<file path="src/rtl/cpu_defs.sv">
// Shared CPU definitions: divider state encoding, iteration count and the
// ALUControl codes that the EX decode turns into start/signed_div.
package cpu_defs;

    localparam int DIV_ITER = 32;

    localparam logic [1:0] DIV_IDLE = 2'd0;
    localparam logic [1:0] DIV_RUN  = 2'd1;
    localparam logic [1:0] DIV_FIX  = 2'd2;
    localparam logic [1:0] DIV_DONE = 2'd3;

    localparam logic [3:0] ALU_DIV  = 4'd12;
    localparam logic [3:0] ALU_DIVU = 4'd13;

    function automatic logic isDivOp(input logic [3:0] aluControl);
        return (aluControl == ALU_DIV) || (aluControl == ALU_DIVU);
    endfunction

    function automatic logic isSignedDiv(input logic [3:0] aluControl);
        return aluControl == ALU_DIV;
    endfunction

endpackage

</file>
<file path="src/rtl/ex_div_unit_if.sv">
// EX-stage divider interface: request/operands from the pipeline, stall and
// results back to it.
interface ex_div_unit_if #(parameter int WIDTH = 32);
    logic             start;
    logic             signed_div;
    logic             advance;
    logic             annul;
    logic [WIDTH-1:0] opa;
    logic [WIDTH-1:0] opb;
    logic             stall_req;
    logic             done;
    logic [WIDTH-1:0] quotient;
    logic [WIDTH-1:0] remainder;

    modport master (
        output start, signed_div, advance, annul, opa, opb,
        input  stall_req, done, quotient, remainder
    );

    modport slave (
        input  start, signed_div, advance, annul, opa, opb,
        output stall_req, done, quotient, remainder
    );
endinterface

</file>
<file path="src/rtl/div_step.sv">
// One restoring-division iteration: shift {rem,dividend} left, trial-subtract
// the divisor and keep the difference only when it is non-negative.
module div_step #(
    parameter int WIDTH = 32
) (
    input  logic [WIDTH-1:0] rem,
    input  logic [WIDTH-1:0] dividend,
    input  logic [WIDTH-1:0] divisor,
    output logic [WIDTH-1:0] nextRem,
    output logic [WIDTH-1:0] nextDividend,
    output logic             qBit
);
    logic [WIDTH:0] shifted;
    logic [WIDTH:0] diff;

    // trial subtraction on a WIDTH+1 bit window so the borrow is visible
    always_comb begin
        shifted      = {rem, dividend[WIDTH-1]};
        diff         = shifted - {1'b0, divisor};
        qBit         = ~diff[WIDTH];
        nextDividend = {dividend[WIDTH-2:0], 1'b0};
        if (qBit) begin
            nextRem = diff[WIDTH-1:0];
        end else begin
            nextRem = shifted[WIDTH-1:0];
        end
    end
endmodule

</file>
<file path="src/rtl/ex_div_unit.sv">
// Multi-cycle radix-2 restoring divider for the EX stage; quotient goes to LO,
// remainder to HI, and the pipeline is held via stall_req while it runs.
module ex_div_unit
    import cpu_defs::*;
#(
    parameter int WIDTH = DIV_ITER,
    parameter int CNT_W = 5
) (
    input logic         clk,
    input logic         reset,
    ex_div_unit_if.slave bus
);
    localparam logic [CNT_W-1:0] CNT_ONE  = CNT_W'(1);
    localparam logic [CNT_W-1:0] CNT_LAST = CNT_W'(WIDTH - 1);

    logic [1:0]       stateR;
    logic [CNT_W-1:0] cntR;
    logic [WIDTH-1:0] remR, dvdR, dvsR, opaR, quotR, remOutR;
    logic             negQR, negRR, zeroR, doneR;

    logic [WIDTH-1:0] stepRem, stepDvd, absA, absB, fixQ, fixR;
    logic             stepQ;

    div_step #(.WIDTH(WIDTH)) uStep (
        .rem          (remR),
        .dividend     (dvdR),
        .divisor      (dvsR),
        .nextRem      (stepRem),
        .nextDividend (stepDvd),
        .qBit         (stepQ)
    );

    // operand magnitudes and the sign/zero fixup applied in FIX
    always_comb begin
        absA = (bus.signed_div && bus.opa[WIDTH-1]) ? -bus.opa : bus.opa;
        absB = (bus.signed_div && bus.opb[WIDTH-1]) ? -bus.opb : bus.opb;
        if (zeroR) begin
            fixQ = '1;
            fixR = opaR;
        end else begin
            fixQ = negQR ? -dvdR : dvdR;
            fixR = negRR ? -remR : remR;
        end
    end

    assign bus.stall_req = ~bus.annul &
                           (((stateR == DIV_IDLE) & bus.start) |
                            (stateR == DIV_RUN) | (stateR == DIV_FIX));
    assign bus.done      = doneR;
    assign bus.quotient  = quotR;
    assign bus.remainder = remOutR;

    // divider FSM, iteration datapath and result registers
    always_ff @(posedge clk or posedge reset) begin
        if (reset) begin
            stateR  <= DIV_IDLE;
            cntR    <= '0;
            remR    <= '0;
            dvdR    <= '0;
            dvsR    <= '0;
            opaR    <= '0;
            quotR   <= '0;
            remOutR <= '0;
            negQR   <= 1'b0;
            negRR   <= 1'b0;
            zeroR   <= 1'b0;
            doneR   <= 1'b0;
        end else if (bus.annul) begin
            // results stay as they were; the cancelled op never signals done
            stateR <= DIV_IDLE;
            cntR   <= '0;
            doneR  <= 1'b0;
        end else begin
            case (stateR)
                DIV_IDLE: begin
                    if (bus.start) begin
                        dvdR   <= absA;
                        dvsR   <= absB;
                        opaR   <= bus.opa;
                        remR   <= '0;
                        negQR  <= bus.signed_div & (bus.opa[WIDTH-1] ^ bus.opb[WIDTH-1]);
                        negRR  <= bus.signed_div & bus.opa[WIDTH-1];
                        zeroR  <= (bus.opb == '0);
                        cntR   <= '0;
                        stateR <= DIV_RUN;
                    end else begin
                        stateR <= DIV_IDLE;
                    end
                end
                DIV_RUN: begin
                    remR <= stepRem;
                    dvdR <= stepDvd | WIDTH'(stepQ);
                    if (cntR == CNT_LAST) begin
                        stateR <= DIV_FIX;
                    end else begin
                        cntR <= cntR + CNT_ONE;
                    end
                end
                DIV_FIX: begin
                    quotR   <= fixQ;
                    remOutR <= fixR;
                    doneR   <= 1'b1;
                    stateR  <= DIV_DONE;
                end
                DIV_DONE: begin
                    if (bus.advance) begin
                        stateR <= DIV_IDLE;
                        doneR  <= 1'b0;
                    end else begin
                        stateR <= DIV_DONE;
                    end
                end
                default: begin
                    stateR <= DIV_IDLE;
                    doneR  <= 1'b0;
                end
            endcase
        end
    end
endmodule

</file>
<file path="src/flat_wrapper.sv">
// flat-port wrapper written by rule: the top's interface ports become plain ports
module ex_div_unit_flat import cpu_defs::*;
#(
    parameter int WIDTH = DIV_ITER,
    parameter int CNT_W = 5
)
  (clk, reset, bus_start, bus_signed_div, bus_advance, bus_annul, bus_opa, bus_opb, bus_stall_req, bus_done, bus_quotient, bus_remainder);
  ex_div_unit_if #(.WIDTH(WIDTH)) bus_i ();
  input logic clk;
  input logic reset;
  input wire logic [$bits(bus_i.start)-1:0] bus_start;
  input wire logic [$bits(bus_i.signed_div)-1:0] bus_signed_div;
  input wire logic [$bits(bus_i.advance)-1:0] bus_advance;
  input wire logic [$bits(bus_i.annul)-1:0] bus_annul;
  input wire logic [$bits(bus_i.opa)-1:0] bus_opa;
  input wire logic [$bits(bus_i.opb)-1:0] bus_opb;
  output wire logic [$bits(bus_i.stall_req)-1:0] bus_stall_req;
  output wire logic [$bits(bus_i.done)-1:0] bus_done;
  output wire logic [$bits(bus_i.quotient)-1:0] bus_quotient;
  output wire logic [$bits(bus_i.remainder)-1:0] bus_remainder;
  assign bus_i.start = bus_start;
  assign bus_i.signed_div = bus_signed_div;
  assign bus_i.advance = bus_advance;
  assign bus_i.annul = bus_annul;
  assign bus_i.opa = bus_opa;
  assign bus_i.opb = bus_opb;
  assign bus_stall_req = bus_i.stall_req;
  assign bus_done = bus_i.done;
  assign bus_quotient = bus_i.quotient;
  assign bus_remainder = bus_i.remainder;
  ex_div_unit #(.WIDTH(WIDTH), .CNT_W(CNT_W)) u_core (.clk(clk), .reset(reset), .bus(bus_i));
endmodule
</file>
<file path="config.mk">
export PLATFORM = sky130hd
export DESIGN_NAME = ex_div_unit_flat
export DESIGN_NICKNAME = d
export VERILOG_FILES = /design/src/rtl/cpu_defs.sv /design/src/rtl/ex_div_unit_if.sv /design/src/rtl/div_step.sv /design/src/rtl/ex_div_unit.sv /design/src/flat_wrapper.sv
export SDC_FILE = /design/constraint.sdc
export NUM_CORES = 1
export LEC_CHECK = 0
export ABC_AREA = 1
export CAP_MARGIN = 20
export CORE_UTILIZATION = 48
export CTS_CLUSTER_SIZE = 30
export DETAILED_ROUTE_END_ITERATION = 10
export PLACE_DENSITY = 0.67
export SYNTH_ARGS = -nofsm -noshare
export SYNTH_HDL_FRONTEND = slang
export SYNTH_HIERARCHICAL = 1
export SYNTH_SLANG_ARGS = --single-unit
</file>
<file path="constraint.sdc">
create_clock -name clk -period 8.45 [get_ports clk]
set_input_delay 1.69 -clock clk [delete_from_list [all_inputs] [get_ports clk]]
set_output_delay 1.69 -clock clk [all_outputs]
set_load 0.02 [all_outputs]
</file>
# After elaboration in Yosys (flattened, before gate mapping)
# Index checks and enable logic that the tools add are counted.
[classes]
add_sub_neg = 6
n_eq_ne = 9
n_mux = 23
bitwise = 10
reduce_logical = 12
[op_table]
columns = ["operator", "count"]
rows = [
  ["32-bit two-way mux", 9],
  ["32-bit negator", 4],
  ["32-bit one-hot mux with 2 select lines", 2],
  ["33-bit by 32-bit subtractor with 33-bit output", 1],
  ["32-bit logical NOT", 1],
  ["32-bit by 1-bit OR with 32-bit output", 1],
  ["5-bit two-way mux", 3],
  ["3-bit != test (second input constant)", 4],
  ["5-bit one-hot mux with 2 select lines", 1],
  ["3-bit AND reduction", 3],
  ["2-bit one-hot mux with 4 select lines", 1],
  ["2-bit two-way mux", 3],
  ["3-bit nonzero test", 2],
  ["5-bit by 1-bit adder with 5-bit output (second input constant)", 1],
  ["5-bit == test (second input constant)", 1],
  ["1-bit AND", 4],
  ["2-bit == test (second input constant)", 2],
  ["2-bit AND reduction", 2],
  ["1-bit two-way mux", 3],
  ["2-bit by 1-bit == test with 1-bit output (second input constant)", 1],
  ["1-bit logical AND", 2],
  ["2-bit logical NOT", 1],
  ["2-bit != test (second input constant)", 1],
  ["1-bit NOT", 2],
  ["4 further kinds", 5],
]
[word_totals]
register_bits = 203
inputBits = 70
word_cells = 72

# Depth between registers and ports, before layout
# Gate-level depths: netlist of the first run.
[depth]
word_depth = 5
depth_mapped = 19
depth_no_buf = 18

# Modules after synthesis
# The synthesis of the first run kept the hierarchy.
[by_module_without_submodules]
columns = ["mod", "instances", "cells_each", "area_each_um2", "seq_area_each_um2"]
rows = [
  ["ex_div_unit", 1, 1767, 11969.0, 5079.9],
  ["div_step", 1, 716, 3407.0, 0.0],
]

# Worst setup path after synthesis of the first run
# Ideal clock, no wire load.
[synth_timing]
kind = "input to output"
from = "input bus_annul"
to = "output bus_stall_req"
arrival_time_ns = 2.177
slack_ns = 4.583
cell_stages = 3
path_cell_list = "inv_1 -> o31ai_1 -> a21oi_1"
[synth_via]
elab_chain_cells = 2
[synth_rtl]
columns = ["item", "line_no", "rtl"]
rows = [
  ["from (decl)", "flat_wrapper.sv:14", "input wire logic [$bits(bus_i.annul)-1:0] bus_annul;"],
  ["1-bit NOT (no source line)", "-", ""],
  ["1-bit AND", "ex_div_unit.sv:46", "assign bus.stall_req = ~bus.annul &"],
  ["to (decl)", "flat_wrapper.sv:17", "output wire logic [$bits(bus_i.stall_req)-1:0] bus_stall_req;"],
]
# Every way passes these cells.

# Worst setup path in the final report of the first run
# Ends and elaborated chain as after synthesis.

==> results of run 1 <==
## worst paths after layout
check | start | end | slack [ns] | cells past startpoint
max | bus_annul | bus_stall_req | 3.41 | 5
min | u_core/opaR[15] | u_core/opaR[15] | 0.47 | 2
max reg2reg | u_core/dvdR[31] | u_core/dvdR[0] | 5.08 | 17
min reg2reg | u_core/opaR[15] | u_core/opaR[15] | 0.47 | 2
max in group asynchronous | reset | u_core/bus.remainder[3] | 5.16 | 3
min in group asynchronous | reset | u_core/dvsR[15] | 1.74 | 2
## power breakdown
part / switching (W) / internal, W / leakage [nW] / total (W)
Clock: 0.000438 / 0.000707 / 0.423 / 0.00114
Sequential: 0.000416 / 0.00141 / 2.51 / 0.00182
Combinational: 0.00275 / 0.00143 / 6.43 / 0.00418
## Yosys cell counts, drive strengths merged, types with 7 or more instances
cell type  count  area share, %
nand4         24           0.98
dfrtp        203             33
nor3          10           0.33
or2           12           0.49
nand2        919             23
buf           76            3.3
nor2         292            7.4
nand3        207            6.8
o21ai        167            5.4
inv          332            8.1
xor2          37            2.1
a21oi         70            2.3
o22ai          8           0.33
clkbuf        30           0.74
ha            38            3.1
o211ai         7           0.34
o21bai         7           0.34
## worst max-delay path, cell delays in order
cell and delay [ns]:
clkdlybuf4s50_1 0.59, inv_1 0.18, o31ai_1 0.10, a21oi_1 0.16, clkdlybuf4s50_1 0.62
## state kept, by name, summed over array words and instances, names as in the netlist, 2 cells and up
register              cells
u_core/dvdR              32
u_core/bus.remainder     32
u_core/opaR              32
u_core/remR              32
u_core/stateR             2
u_core/dvsR              32
u_core/bus.quotient      32
u_core/cntR               5
## cell families (layout without fill, tap and decap cells)
group                      after synthesis  count (layout)  synth area share (%)
AOI/OAI and AO/OA                      288             288                  10.3
and+or+nand+nor                       1475            1475                  39.1
adders and majority gates               39              39                  3.22
buffers and inverters                  439             523                  12.1
xor gates and xnor gates                38              38                  2.16
other                                    1               1                0.0244
DFF                                    203             203                  33.0
## metrics by stage
stage | power (W) | instance area [µm²] | hold slack (ns)
3_5_place_dp | 0.00593 | 16700 | 0.461
2_1_floorplan | 0.00476 | 15400 | 0.437
3_3_place_gp | 0.00586 | 16700 | 0.452
5_1_grt | 0.00779 | 17600 | 0.502
4_1_cts | 0.00711 | 17600 | 0.476
6_report | 0.00715 | 17600 | 0.474
## layout by cell type (no fill, tap or decap), types with 2 or more instances in the layout
cell	synthesis	layout
clkinv_2	0	4
o211ai_1	7	7
o21bai_1	7	7
a21oi_1	68	68
clkinvlp_4	0	3
nor2_2	5	5
nand3_1	206	206
nor2_4	4	4
buf_4	36	10
a31oi_1	2	2
a21oi_2	2	2
nor2_1	283	283
nand3b_1	4	4
o21ai_1	36	36
a22oi_1	6	6
nand2_2	9	9
xor2_1	37	37
nand4_1	24	24
inv_1	324	323
ha_1	38	38
nand2_4	2	2
bufinv_16	0	4
clkbuf_8	0	5
clkdlybuf4s50_1	0	135
a2bb2oi_1	3	3
or2_2	11	11
nand2_1	908	908
inv_2	8	8
o22ai_1	8	8
clkbuf_1	29	2
nor3_1	10	10
clkbuf_16	0	25
o21a_1	3	3
o21ai_0	131	131
dfrtp_1	203	203
o22a_1	6	6
a22o_1	6	6
and2_1	6	6
## final cells by class
class	instances	area [µm²]	share of cell area, %
Clock buffer	32	702	3.99
Multi-Input combinational cell	1841	8430	47.9
Timing Repair Buffer	146	1450	8.26
Clock inverter	12	171	0.974
Tap cell	402	503	2.86
Inverter	333	1260	7.14
Sequential cell	203	5080	28.9
## per-layer routing
metal	vias to the layer above	global-route usage, %	wire [µm]
met3	71	4.25	3490
met5	-	0	0
met2	537	48.1	21900
met1	7250	42.6	22600
li1	7876	-	-
met4	0	6.98	1050
==> impl_metrics.env, run 1 <==
export IMPL_tritoncts="yes"
export IMPL_p_leak_nw=9.37
export IMPL_crit_arrival_ns=3.35
export IMPL_tns_ns=0
export IMPL_postSynthNetCount=2592
export IMPL_timing_final_crit_period_ns=5.04
export IMPL_tightestPinTransition_ns=0.946
export IMPL_ys_warn_count=6
export IMPL_vias=15700
export IMPL_cts_path_max_buffers=3
export IMPL_io_pins=136
export IMPL_start_kind="primary input"
export IMPL_rows=65
export IMPL_drtIter0Drc=1508
export IMPL_grt_pass1_wl_mm=77.8
export IMPL_fin_util_pct=55.8
export IMPL_period_share_pct=59.6
export IMPL_drv_cap=0
export IMPL_grt_usage_pct=30.0
export IMPL_fin_cells=2969
export IMPL_ys_ff_latch=203
export IMPL_die_area_mm2=0.0328
export IMPL_dp_cells=2924
export IMPL_clk_latency_ns=0.52
export IMPL_drtAntennaViolNets=0
export IMPL_grt_start_max_net_pins=133
export IMPL_syn_inst=2483
export IMPL_synthesis_area_mm2=0.0154
export IMPL_min_path_type="reg -> reg"
export IMPL_final_nets=2659
export IMPL_start_util_pct=48.7
export IMPL_routed_wl_mm=49.0
export IMPL_dieHeight_um=181
export IMPL_avgRoutedWirePerCell_um=16.5
export IMPL_outcome="finished, final reports clean"
export IMPL_fmax_ghz=0.199
export IMPL_yosysSeqAreaShare_pct=33.0
export IMPL_clk_pin_slew_ns=0.06
export IMPL_die_x_um=181
export IMPL_fin_ws_ns=3.41
export IMPL_first_pass_iters=5
export IMPL_p_per_area_mw_per_mm2=406
export IMPL_post_cts_buffers=0
export IMPL_slew_headroom_pct=36.9
export IMPL_crit_type="in -> out"
export IMPL_antenna_cells=0
export IMPL_grt_ovfl_total=0
export IMPL_gp_congestion=0.945
export IMPL_avgSynthCellArea_um2=6.19
export IMPL_synthArstFlopShare_pct=100
export IMPL_worstPathMaxFanout=5
export IMPL_vias_per_cell=5.30
export IMPL_synth_edff_count=0
export IMPL_cts_buffers=25
export IMPL_core_area_mm2=0.0316
export IMPL_htree_levels=1
export IMPL_cts_sinks=203
export IMPL_cp_end_kind="primary output"
export IMPL_cts_resized_gates=0
export IMPL_finalSetupViolCount=0
export IMPL_rsz0062_at_grt="false"
export IMPL_areaGrowthSynthToFinish_pct=14.5
export IMPL_finalHoldViolCount=0
export IMPL_grt_pass1_vias=14700
export IMPL_grt_antenna_before_repair=0
export IMPL_holdBufCountCts=0
export IMPL_yosys_cell_types_count=46
export IMPL_fill_cells=3164
export IMPL_io_buffers=135
export IMPL_required_ns=6.76
export IMPL_drcViolationCount=0
export IMPL_layout_drive_gt1_share_pct=3.74
export IMPL_maxSlewViolCount=0
export IMPL_dpl_hpwl_mm=37.5
export IMPL_cts_root_buf="clkbuf_16"
export IMPL_finalClockSkew_ns=0.0126
export IMPL_place_ws_ns=3.42
export IMPL_ir_drop_v=0.000183
export IMPL_synth_ff_type="dfrtp_1"
Power figures use the tool's default switching activity.
==> run 2, diff against run 1 <==
clock period = 4.89 ns   (was 8.45 ns; I/O delays follow)
==> run 2 against run 1 <==
  * First-iteration DRC count decreased by 15%
  * Largest cell class unchanged
  * Critical endpoint unchanged
  * Core utilization about the same
  * Global-route usage about the same
  * Final cell count increased by 0.10%
==> impl_metrics.env, run 2 (synthesis gave the netlist of run 1 again) <==
export IMPL_outcome="finished, final reports clean"
export IMPL_grt_start_max_net_pins=148
export IMPL_worstPathMaxFanout=5
export IMPL_tritoncts="yes"
export IMPL_drcViolationCount=0
export IMPL_cts_resized_gates=0
export IMPL_pwr_share_comb_pct=57.9
export IMPL_r2r_end="u_core/dvdR[0]"
export IMPL_routed_wl_mm=48.9
export IMPL_rr_worst_depth=17
export IMPL_maxSlewViolCount=0
export IMPL_slew_headroom_pct=29.9
export IMPL_clk_pin_slew_ns=0.06
export IMPL_grt_usage_pct=29.9
export IMPL_final_nets=2660
export IMPL_swShare_pct=50.3
export IMPL_grt_pass1_wl_mm=78.0
export IMPL_finalSetupViolCount=0
export IMPL_intPower_w=0.00609
export IMPL_fmax_ghz=0.280
export IMPL_grt_pass1_vias=14600
export IMPL_gr_usage_met3_pct=4.17
export IMPL_start_util_pct=48.7
export IMPL_tns_ns=0
export IMPL_rsz0062_at_grt="false"
export IMPL_cts_sinks=203
export IMPL_finalHoldViolCount=0
export IMPL_crit_arrival_ns=2.60
export IMPL_p_per_area_mw_per_mm2=696
export IMPL_layout_common_cells="908 x nand2_1, 323 x inv_1, 283 x nor2_1"
export IMPL_min_path_type="reg -> reg"
export IMPL_vias_per_cell=5.32
export IMPL_tightestPinTransition_ns=1.05
export IMPL_core_area_mm2=0.0316
export IMPL_first_pass_iters=6
export IMPL_start_kind="primary input"
export IMPL_clockPowerShare_pct=15.9
export IMPL_post_cts_buffers=0
export IMPL_period_share_pct=73.1
export IMPL_finalClockSkew_ns=0.0173
export IMPL_avgRoutedWirePerCell_um=16.4
export IMPL_grt_antenna_before_repair=0
export IMPL_seqPwrFrac_pct=26.2
export IMPL_ir_drop_v=0.000454
export IMPL_hold_path_end="u_core/opaR[15]"
export IMPL_timing_final_crit_period_ns=3.58
export IMPL_crit_type="in -> out"
export IMPL_r2r_start="u_core/dvdR[31]"
export IMPL_grtUsageMet2_pct=47.4
export IMPL_io_buffers=135
export IMPL_layout_drive_gt1_share_pct=3.81
export IMPL_worstHoldStart="u_core/opaR[15]"
export IMPL_cp_end_kind="primary output"
export IMPL_grt_ovfl_total=0
export IMPL_cts_buffers=25
export IMPL_p_sw_w=0.00616
export IMPL_areaGrowthSynthToFinish_pct=14.5
export IMPL_rows=65
export IMPL_fill_cells=3194
export IMPL_drv_cap=0
export IMPL_required_ns=3.91
export IMPL_holdBufCountCts=0
export IMPL_drtAntennaViolNets=0
export IMPL_die_area_mm2=0.0328
export IMPL_p_leak_nw=9.38
export IMPL_gp_congestion=0.961
export IMPL_dpl_hpwl_mm=37.7
export IMPL_io_pins=136
export IMPL_rrSetupSlack_ns=1.75
export IMPL_vias=15800
export IMPL_fin_util_pct=55.8
export IMPL_drtIter0Drc=1279
export IMPL_dieHeight_um=181
export IMPL_whs_path_depth=2
export IMPL_grtUsageMet1_pct=42.9
export IMPL_grt_most_used_layer="met2"
export IMPL_htree_levels=1
export IMPL_die_x_um=181
export IMPL_clk_latency_ns=0.53
export IMPL_mostFrequentLayoutCell="nand2_1"
export IMPL_antenna_cells=0
export IMPL_cts_path_max_buffers=3
export IMPL_regArea_mm2=0.00508
export IMPL_cts_root_buf="clkbuf_16"
export IMPL_multiInputGateArea_mm2=0.00843
run 2: worst max-delay path, cell delays in order:
cell and delay, ns:
clkdlybuf4s50_1 0.58, inv_1 0.19, o31ai_1 0.10, a21oi_1 0.13
clkdlybuf4s50_1 0.62
run 2: final cells by class:
| cell class | count | share of cell area [%] |
|---|---|---|
| Multi-Input combinational cell | 1841 | 47.9 |
| Sequential cell | 203 | 28.8 |
| Timing Repair Buffer | 147 | 8.33 |
| Inverter | 333 | 7.12 |
| Clock buffer | 32 | 3.93 |
| Tap cell | 402 | 2.86 |
| Clock inverter | 14 | 1.04 |
run 2: power by group through the flow:
| stage | Combinational, W | Sequential [W] | Clock [W] |
|---|---|---|---|
| 2_1_floorplan | 0.00502 | 0.00321 | 0 |
| 3_3_place_gp | 0.00692 | 0.00320 | 0 |
| 3_5_place_dp | 0.00700 | 0.00321 | 0 |
| 4_1_cts | 0.00704 | 0.00320 | 0.00199 |
| 5_1_grt | 0.00800 | 0.00331 | 0.00206 |
| 6_report | 0.00709 | 0.00321 | 0.00195 |
run 2: through the flow:
| step | hold WS [ns] | instances | worst slack (ns) | cell area (µm²) | total power (W) |
|---|---|---|---|---|---|
| 2_1_floorplan | 0.437 | 2483 | 1.28 | 15400 | 0.00823 |
| 3_5_place_dp | 0.454 | 2926 | 1.23 | 16700 | 0.0102 |
| 6_report | 0.464 | 2972 | 1.31 | 17600 | 0.0123 |
| 5_1_grt | 0.495 | 2972 | 1.25 | 17600 | 0.0134 |
| 3_3_place_gp | 0.451 | 2926 | 1.28 | 16700 | 0.0101 |
| 4_1_cts | 0.469 | 2972 | 1.31 | 17600 | 0.0122 |
run 2: worst max-delay path by stage:
| stage | startpoint | endpoint | slack (ns) | cells after the start |
|---|---|---|---|---|
| floorplan | reset | u_core/bus.done | 1.28 | 1 |
| CTS | bus_annul | bus_stall_req | 1.31 | 5 |
| global route | bus_annul | bus_stall_req | 1.25 | 5 |
| finish | bus_annul | bus_stall_req | 1.31 | 5 |
| global placement | bus_annul | u_core/dvdR[2] | 1.28 | 8 |
| detailed placement | bus_annul | u_core/dvdR[2] | 1.23 | 8 |
run 2: routing by layer:
layer  up-vias  share of wire (%)
met2       508                 45
met4         0                2.3
met1      7343                 47
li1       7887                  -
met3        70                6.3
met5         -                  0
